<file path="config.mk">
export PLATFORM = sky130hd
export DESIGN_NAME = or1200_vlx_ctrl
export DESIGN_NICKNAME = d
export VERILOG_FILES = /design/src/rtl/or1200_vlx_pkg.sv /design/src/rtl/or1200_vlx_ctrl.sv
export SDC_FILE = /design/constraint.sdc
export NUM_CORES = 1
export LEC_CHECK = 0
export ABC_CLOCK_PERIOD_IN_PS = 6800
export CAP_MARGIN = 20
export CELL_PAD_IN_SITES_DETAIL_PLACEMENT = 2
export CELL_PAD_IN_SITES_GLOBAL_PLACEMENT = 2
export CORE_MARGIN = 3
export CORE_UTILIZATION = 25
export DETAILED_ROUTE_END_ITERATION = 8
export PLACE_DENSITY_LB_ADDON = 0.3
export RECOVER_POWER = 25
export SLEW_MARGIN = 20
export SYNTH_ARGS = -nofsm -noshare
export SYNTH_HDL_FRONTEND = slang
export SYNTH_SLANG_ARGS = --single-unit
</file>
<file path="constraint.sdc">
create_clock -name clk_i -period 6.8 [get_ports clk_i]
set_clock_uncertainty 0.15 [all_clocks]
set_input_delay 1.7 -clock clk_i [delete_from_list [all_inputs] [get_ports clk_i]]
set_output_delay 1.7 -clock clk_i [all_outputs]
set_load 0.01 [all_outputs]
</file>
<file path="src/rtl/or1200_vlx_pkg.sv">
// ---------------------------------------------------------------------------
// or1200_vlx_pkg
// Shared definitions for the variable-length-code (VLX) bitstream writer.
// Contents:
//   vlx_ctrl_state_t : controller state encoding
//   VLX_MARKER       : byte value that must be followed by a stuffed byte
//   VLX_STUFF        : byte value inserted after every marker byte
//   vlx_sat_inc16    : saturating 16-bit increment used by byte counters
// ---------------------------------------------------------------------------
package or1200_vlx_pkg;

  typedef enum logic [2:0] {
    IDLE  = 3'd0,
    CHECK = 3'd1,
    STORE = 3'd2,
    STUFF = 3'd3,
    PAD   = 3'd4
  } vlx_ctrl_state_t;

  localparam logic [7:0] VLX_MARKER = 8'hFF;
  localparam logic [7:0] VLX_STUFF  = 8'h00;

  // Counter that sticks at all-ones instead of wrapping back to zero.
  function automatic logic [15:0] vlx_sat_inc16(input logic [15:0] val);
    if (val == 16'hFFFF) begin
      return 16'hFFFF;
    end
    return val + 16'd1;
  endfunction

endpackage

</file>
<file path="src/rtl/or1200_vlx_ctrl.sv">
// ---------------------------------------------------------------------------
// or1200_vlx_ctrl
// Control FSM of the VLX bitstream writer. On each set-bit instruction it has
// the datapath merge the current code, then drains every complete byte the
// datapath holds to memory over the store bus, inserting a 0x00 after every
// 0xFF marker byte. A flush pads any pending bits with 1s and drains the
// resulting byte. The CPU pipeline is stalled while the controller is busy.
//
// Ports
//   clk_i, rst_i      : clock (rising edge) and asynchronous active-high reset
//   op_valid_i        : one-cycle set-bit instruction issue
//   flush_i           : one-cycle bitstream flush command
//   stall_o           : CPU pipeline stall, high whenever not IDLE
//   dp_set_bit_op_o   : datapath merges the current code (IDLE issue cycle)
//   dp_store_byte_i   : datapath holds a complete byte
//   dp_byte_i [7:0]   : that byte, MSB first
//   dp_partial_i      : datapath holds 1..7 pending bits
//   dp_ack_o          : datapath byte consumed, datapath shifts
//   dp_pad_o          : datapath pads pending bits with 1s to a byte boundary
//   st_req_o          : store request, address/data held until st_ack_i
//   st_adr_o [31:0]   : store address (write pointer)
//   st_dat_o [7:0]    : store data
//   st_ack_i          : store acknowledge
//   spr_we_i          : SPR write of the write pointer (honoured only in IDLE)
//   spr_dat_i [31:0]  : SPR write data
//   spr_dat_o [31:0]  : current write pointer
//   byte_cnt_o [15:0] : saturating count of stored bytes (incl. stuffed bytes)
// ---------------------------------------------------------------------------
module or1200_vlx_ctrl
  import or1200_vlx_pkg::*;
(
  input  logic        clk_i,
  input  logic        rst_i,
  input  logic        op_valid_i,
  input  logic        flush_i,
  output logic        stall_o,
  output logic        dp_set_bit_op_o,
  input  logic        dp_store_byte_i,
  input  logic [7:0]  dp_byte_i,
  input  logic        dp_partial_i,
  output logic        dp_ack_o,
  output logic        dp_pad_o,
  output logic        st_req_o,
  output logic [31:0] st_adr_o,
  output logic [7:0]  st_dat_o,
  input  logic        st_ack_i,
  input  logic        spr_we_i,
  input  logic [31:0] spr_dat_i,
  output logic [31:0] spr_dat_o,
  output logic [15:0] byte_cnt_o
);

  vlx_ctrl_state_t state_q, state_d;
  logic [31:0]     ptr_q, ptr_d;
  logic [15:0]     byte_cnt_q, byte_cnt_d;
  logic [7:0]      byte_r_q, byte_r_d;
  logic            flush_pending_q, flush_pending_d;

  logic            set_bit_op;
  logic            dp_ack;
  logic            dp_pad;
  logic            st_req;
  logic [7:0]      st_dat;

  // -------------------------------------------------------------------------
  // Next-state and output decode
  // -------------------------------------------------------------------------
  always_comb begin
    state_d         = state_q;
    ptr_d           = ptr_q;
    byte_cnt_d      = byte_cnt_q;
    byte_r_d        = byte_r_q;
    flush_pending_d = flush_pending_q;
    set_bit_op      = 1'b0;
    dp_ack          = 1'b0;
    dp_pad          = 1'b0;
    st_req          = 1'b0;
    st_dat          = 8'h00;

    case (state_q)
      IDLE: begin
        if (spr_we_i) begin
          ptr_d      = spr_dat_i;
          byte_cnt_d = 16'h0000;
        end
        if (op_valid_i) begin
          // A flush arriving with the op is remembered and run once the
          // op's bytes have drained.
          set_bit_op      = 1'b1;
          flush_pending_d = flush_i;
          state_d         = CHECK;
        end else if (flush_i) begin
          state_d = PAD;
        end
      end

      CHECK: begin
        if (dp_store_byte_i) begin
          byte_r_d = dp_byte_i;
          state_d  = STORE;
        end else if (flush_pending_q) begin
          state_d = PAD;
        end else begin
          state_d = IDLE;
        end
      end

      STORE: begin
        st_req = 1'b1;
        st_dat = byte_r_q;
        if (st_ack_i) begin
          dp_ack     = 1'b1;
          ptr_d      = ptr_q + 32'd1;
          byte_cnt_d = vlx_sat_inc16(byte_cnt_q);
          state_d    = (byte_r_q == VLX_MARKER) ? STUFF : CHECK;
        end
      end

      STUFF: begin
        // The datapath already shifted on the marker's ack, so no dp_ack here.
        st_req = 1'b1;
        st_dat = VLX_STUFF;
        if (st_ack_i) begin
          ptr_d      = ptr_q + 32'd1;
          byte_cnt_d = vlx_sat_inc16(byte_cnt_q);
          state_d    = CHECK;
        end
      end

      PAD: begin
        flush_pending_d = 1'b0;
        if (dp_partial_i) begin
          dp_pad  = 1'b1;
          state_d = CHECK;
        end else begin
          state_d = IDLE;
        end
      end

      default: begin
        state_d = IDLE;
      end
    endcase
  end

  // -------------------------------------------------------------------------
  // State registers
  // -------------------------------------------------------------------------
  always_ff @(posedge clk_i or posedge rst_i) begin
    if (rst_i) begin
      state_q         <= IDLE;
      ptr_q           <= 32'h0000_0000;
      byte_cnt_q      <= 16'h0000;
      byte_r_q        <= 8'h00;
      flush_pending_q <= 1'b0;
    end else begin
      state_q         <= state_d;
      ptr_q           <= ptr_d;
      byte_cnt_q      <= byte_cnt_d;
      byte_r_q        <= byte_r_d;
      flush_pending_q <= flush_pending_d;
    end
  end

  // -------------------------------------------------------------------------
  // Outputs
  // -------------------------------------------------------------------------
  // Combinational outputs are gated by rst_i so that every output is zero for
  // the whole reset interval, including the cycle reset lands mid-transfer.
  assign stall_o         = (state_q != IDLE) & ~rst_i;
  assign dp_set_bit_op_o = set_bit_op & ~rst_i;
  assign dp_ack_o        = dp_ack & ~rst_i;
  assign dp_pad_o        = dp_pad & ~rst_i;
  assign st_req_o        = st_req & ~rst_i;
  // Address/data are forced to zero while no request is outstanding.
  assign st_adr_o        = st_req_o ? ptr_q  : 32'h0000_0000;
  assign st_dat_o        = st_req_o ? st_dat : 8'h00;
  assign spr_dat_o       = ptr_q;
  assign byte_cnt_o      = byte_cnt_q;

endmodule

</file>
# Yosys cells after proc, flatten, opt, wreduce, memory -nomap -nowiden
# Index checks and enable logic that the tools add are counted.
dict set report word_totals {
  ff_bits 60
  input_bits 48
  out_inout_bits 93
  word_cells 71
}
dict set report op_classes {
  addsub 2
  n_eq_ne 12
  n_mux 35
  bitwise 6
  reduce_logical 11
}
# operator n
set op_table {}
lappend op_table {{16-bit 2-to-1 mux} 6}
lappend op_table {{32-bit 2-to-1 mux} 3}
lappend op_table {{32-bit case mux with 2 select lines} 1}
lappend op_table {{16-bit case mux with 3 select lines} 1}
lappend op_table {{32-bit by 1-bit adder with 32-bit output, second input constant} 1}
lappend op_table {{3-bit 2-to-1 mux} 6}
lappend op_table {{16-bit by 1-bit adder with 16-bit output, second input constant} 1}
lappend op_table {{16-bit equality test, second input constant} 1}
lappend op_table {{8-bit 2-to-1 mux} 2}
lappend op_table {{3-bit case mux with 5 select lines} 1}
lappend op_table {{1-bit 2-to-1 mux} 13}
lappend op_table {{8-bit equality test, second input constant} 1}
lappend op_table {{2-bit != test, second input constant} 4}
lappend op_table {{3-bit by 2-bit equality test with 1-bit output, second input constant} 2}
lappend op_table {{3-bit AND reduction} 2}
lappend op_table {{3-bit nonzero test} 2}
lappend op_table {{1-bit AND} 5}
lappend op_table {{2-bit AND reduction} 2}
lappend op_table {{4-bit AND reduction} 1}
lappend op_table {{2-bit nonzero test} 2}
lappend op_table {{3-bit by 1-bit equality test with 1-bit output, second input constant} 1}
lappend op_table {{3-bit equality test, second input constant} 1}
lappend op_table {{3-bit logical NOT} 1}
lappend op_table {{3-bit != test, second input constant} 1}
lappend op_table {{5 further kinds} 5}

# Depth between registers and ports, before layout
dict set report depth {
  word_depth 7
  mapped_depth 8
  depth_no_buf 6
}

# Worst setup path after synthesis
# No wires, ideal clock.
dict set report synth_timing {
  kind {input -> output}
  startpoint {in rst_i}
  endpoint {out st_adr_o[31]}
  arrival_time_ns 4.150
  t_required_ns 4.950
  path_slack_ns 0.800
  stages 3
  n_path_buf 1
  path_cell_list {inv_1 > clkbuf_1 > and3_1}
}
dict set report synth_between {
  elab_chain_len 3
}
# item line_no
set synth_rtl {}
lappend synth_rtl {{start: declaration} or1200_vlx_ctrl.sv:33} ;# input logic rst_i,
lappend synth_rtl {{1-bit NOT} or1200_vlx_ctrl.sv:174} ;# assign st_req_o = st_req & ~rst_i;
lappend synth_rtl {{1-bit AND} or1200_vlx_ctrl.sv:174}
lappend synth_rtl {{32-bit 2-to-1 mux} or1200_vlx_ctrl.sv:176} ;# assign st_adr_o = st_req_o ? ptr_q : 32'h0000_0000;
lappend synth_rtl {{end: declaration} or1200_vlx_ctrl.sv:44} ;# output logic [31:0] st_adr_o,
# No other way between the ends.

# Final worst setup path
dict set report layout_timing {
  startpoint {in rst_i}
  endpoint {out st_adr_o[27]}
}
# The elaborated chain is that of the path after synthesis.

==> metrics list <==
- The number of antenna diodes in the final layout is 0.
- Number of CTS-inserted buffers: 9
* IO Count: 141
- Total met3 wirelength after detailed routing: 596 um
- Clock slew seen by the registers of the worst setup and hold paths: 0.05 ns
- The internal portion of the total power is 0.00130 W.
* Detail-routed net length per standard cell: 20.7 um
- The wire-length estimate of the detail-placed layout is 12000 um.
- The filler cells instantiated in the layout total 1765.
* Post-synth top area cell: sky130_fd_sc_hd__dfrtp_1
- TritonCTS built the clock tree.
- Final-report setup violation count: 0
* Crit Path Max Fanout: 36
* Arrival time worst endpoint: 3.72 ns
* Layout Area Growth over Synthesis: 48.3%
* Post-route total power: 0.00229 W
- The die covers 17200 um^2.
- Number of H-tree levels: 3
* Maximum clock frequency: 0.180 GHz
- The startpoint identified for the worst register-to-register timing path is state_q[1]$_DFFE_PP0P_.
- Setup repair after global routing left no endpoint under its margin.
- Failing checks: capacitance limit, slew limit
- The flow ran to the end, but the final reports show violations.
- In this run the clock root is driven by a sky130_fd_sc_hd__clkbuf_16.
* Pin count of the biggest net entering global routing: 41
- Timing analysis after detailed placement gives a worst setup slack of 1.27 ns.
- Iteration-0 DRC Markers: 259
- Number of core rows: 45
- Max Transition Viols Final: 29
* Post-cts gate resize count: 0
- In this run the post-CTS setup repair buffer count came out at 0.
* Post-route met1 wirelength: 7700 um
- Routability-driven placement finished with a final weighted congestion of 0.837.
* Library cells used by synthesis: 59
- Worst Path Class, Setup: in -> out
* Final net count: 655
- Setup slack on the worst reg-to-reg path comes out at 3.08 ns.
- The worst hold path terminates at flush_pending_q$_DFFE_PP0P_.
- During placement, the flow inserted port buffers numbering 140.
- Avg Vias per Cell: 5.43
- Width of the die: 131 um
- Net switching is 43.2% of the power.
- Tightest slew margin relative to the limit: -14.1%
- DR WL met2: 8590 um
* Total of flip-flops plus latches after synthesis: 60
- No sink is reached through more buffers than the 2 on the longest clock path.
- Commonest non-fill, non-tap cells in the layout: 138 x sky130_fd_sc_hd__clkdlybuf4s50_1, 60 x sky130_fd_sc_hd__dfrtp_1, 47 x sky130_fd_sc_hd__nand2_1
* Aggregate global routing overflow: 0
* Worst Setup SP: rst_i
- The routed layout has 4454 vias.
- Among all flip-flop cells after synthesis, the most frequent one is sky130_fd_sc_hd__dfrtp_1.
- STA classifies the critical path endpoint as an output pin.
* Syn Area/Cell: 8.19 um^2
- Once layout is complete, the cells apart from fillers number 821.
- Slew at the pin closest to its max-slew limit: 1.71 ns
- In this run the critical register-to-register path is captured at byte_cnt_o[12]$_DFFE_PP0P_.
* Number of clock sinks: 60
- MaxCap Viol Count: 1
* Worst hold-check path type: reg -> reg
- In this run, synthesis inferred 0 flip-flops with an integrated enable.
* Die outline height: 131 um
- The core region is 15300 um^2.
* Largest cells by area after synthesis: sky130_fd_sc_hd__dfrtp_1 38%, sky130_fd_sc_hd__and3_1 5.9%, sky130_fd_sc_hd__a21oi_1 4.9%, sky130_fd_sc_hd__nand2_1 4.5%, sky130_fd_sc_hd__nor2_1 3.9%
* Wire length of the first global-routing pass: 26900 um
- Clock latency on the worst-skew pair, taken at its later pin, is 0.33 ns.
- Final wirelength: 17000 um
- Across the VDD grid, the largest voltage drop is 0.171 mV.
- After routing, the total negative slack on setup checks comes to 0 ns.
- Per report_power, the sequential group accounts for 32.4% of the total.
- Summed over all nets, the switching power comes to 0.000990 W.
- The final critical path takes up 81.9% of the cycle.
- Final critical path time including I/O delays and setup: 5.57 ns
* Worst hold path startpoint: flush_pending_q$_DFFE_PP0P_
* Startpoint types: primary input
- The detail route stage leaves a number of antenna-violating nets equal to 0.
- Portion of the post-synthesis area used by sequential elements: 38.4%
- In the global route stage, overall resource usage came out at 19.9%.
- Number of warnings reported in the yosys synthesis log: 0
- The number of global-route vias before repair came to 4875.
- DR pass1 iterations: 5
* Clock network fraction of design power: 19.5%
- Placed cells: 805
- Comb pwr share: 48.1%
- The final hold violation count came to 0.
- Effective utilization at floorplan: 25.6%
* Req. time, crit path: 4.95 ns
- Leakage power: 2.24 nW
- Cells with a size suffix above 1 make up 7.54% of the layout.
- Smallest setup slack after layout: 1.23 ns
- Area share of the largest cell type after synthesis: 38.4%
- In this run the top signal layer used is met4.
* Instance count along the most critical hold path: 1
- Syn Inst Count: 477
- Number of antenna violations at the first check in global routing: 0
* Post-Route Hold Slack: 0.370 ns
- The library cell used most frequently in the layout, excluding fill and tap cells, is sky130_fd_sc_hd__clkdlybuf4s50_1.
* Number of cells traversed by the worst register-to-register path: 6
* Post-synthesis cell area: 3900 um^2
- Counting every net in the synthesized netlist gives 527.
- Buffers inserted to repair hold after CTS numbered 0.
- Dividing total power by cell area gives a power density of 396 nW/um^2.
* Post-route DRC: 0
- Share of flip-flops with an asynchronous set or reset after synthesis: 100%
[worst max-delay path: stages]
cell                              delay (ns)
sky130_fd_sc_hd__dlygate4sd3_1          0.70
sky130_fd_sc_hd__clkinv_2               0.46
sky130_fd_sc_hd__and3_1                 0.37
sky130_fd_sc_hd__clkdlybuf4s50_1        0.49
[metal layers]
| layer | vias up | global-route usage [%] |
|---|---|---|
| met2 | 93 | 34.1 |
| met5 | - | 0 |
| met3 | 14 | 2.64 |
| li1 | 2059 | - |
| met4 | 0 | 5.02 |
| met1 | 2288 | 26.6 |
[sequential cells by signal, indices dropped and copies added, names as in the netlist]
register / count
spr_dat_o: 32
byte_cnt_o: 16
byte_r_q: 8
state_q: 3
flush_pending_q: 1
[worst max-delay path by stage]
stage,cells after the start,slack [ns],endpoint
floorplan,3,0.80,st_adr_o[31]
global placement,4,1.35,st_adr_o[27]
detailed placement,4,1.27,st_adr_o[27]
CTS,4,1.26,st_adr_o[27]
global route,4,1.09,st_dat_o[6]
finish,4,1.23,st_adr_o[27]
[cell type report]
cell class                 instances  area (um^2)  share of cell area, %
inverter                           9         35.0                  0.605
clock inverter                     5         52.6                  0.907
clock buffer                      11          233                   4.02
sequential                        60         1500                   25.9
tap                              211          264                   4.56
multi-input combinational        375         2240                   38.7
timing repair buffer             150         1470                   25.3
[Yosys cell counts (2+ instances only)]
library cell                instances
sky130_fd_sc_hd__a211oi_1           4
sky130_fd_sc_hd__a21o_1             4
sky130_fd_sc_hd__a21oi_1           38
sky130_fd_sc_hd__a22o_1             3
sky130_fd_sc_hd__a22oi_1            4
sky130_fd_sc_hd__a2bb2oi_1         11
sky130_fd_sc_hd__a31oi_1            7
sky130_fd_sc_hd__a32oi_1            2
sky130_fd_sc_hd__a41oi_1            2
sky130_fd_sc_hd__and2_1            12
sky130_fd_sc_hd__and3_1            37
sky130_fd_sc_hd__buf_1              3
sky130_fd_sc_hd__buf_2             10
sky130_fd_sc_hd__clkbuf_1          19
sky130_fd_sc_hd__dfrtp_1           60
sky130_fd_sc_hd__ha_1               2
sky130_fd_sc_hd__inv_1              9
sky130_fd_sc_hd__mux2_2             7
sky130_fd_sc_hd__mux2i_1            2
sky130_fd_sc_hd__nand2_1           47
sky130_fd_sc_hd__nand2b_1           3
sky130_fd_sc_hd__nand3_1           27
sky130_fd_sc_hd__nand4_1           13
sky130_fd_sc_hd__nand4_2            2
sky130_fd_sc_hd__nand4b_1           2
sky130_fd_sc_hd__nor2_1            41
sky130_fd_sc_hd__nor3_1            18
sky130_fd_sc_hd__nor3_2             2
sky130_fd_sc_hd__nor4_1            14
sky130_fd_sc_hd__o21ai_0           20
sky130_fd_sc_hd__o22a_1             3
sky130_fd_sc_hd__o22ai_1           13
sky130_fd_sc_hd__o311ai_1           3
sky130_fd_sc_hd__o32ai_1            3
sky130_fd_sc_hd__or2_2              2
sky130_fd_sc_hd__or3_1              4
sky130_fd_sc_hd__or4_1              2
[per-stage QoR]
stage / area [um^2] / utilization, %
global route: 5790 / 38.0
floorplan: 3910 / -
finish: 5790 / 38.0
CTS: 5800 / 38.0
global placement: 5520 / 36.2
detailed placement: 5520 / 36.2
[logic make-up after synthesis]
logic type | Yosys count | share of synthesized area, %
AO/OA/AOI/OAI | 130 | 22.2
adder cells (fa/ha/maj) | 2 | 0.641
buffers and inverters | 42 | 4.45
flip-flops | 60 | 38.4
multiplexers | 9 | 2.53
AND/OR/NAND/NOR | 234 | 31.7
[power by group through the flow]
stage	Sequential, W	Clock (W)	Combinational (W)
floorplan	0.000684	0	0.000612
global placement	0.000736	0	0.00107
detailed placement	0.000750	0	0.00112
CTS	0.000746	0.000459	0.00112
global route	0.000780	0.000475	0.00122
finish	0.000744	0.000447	0.00110
Note: power is estimated with default switching activity, not from simulation.
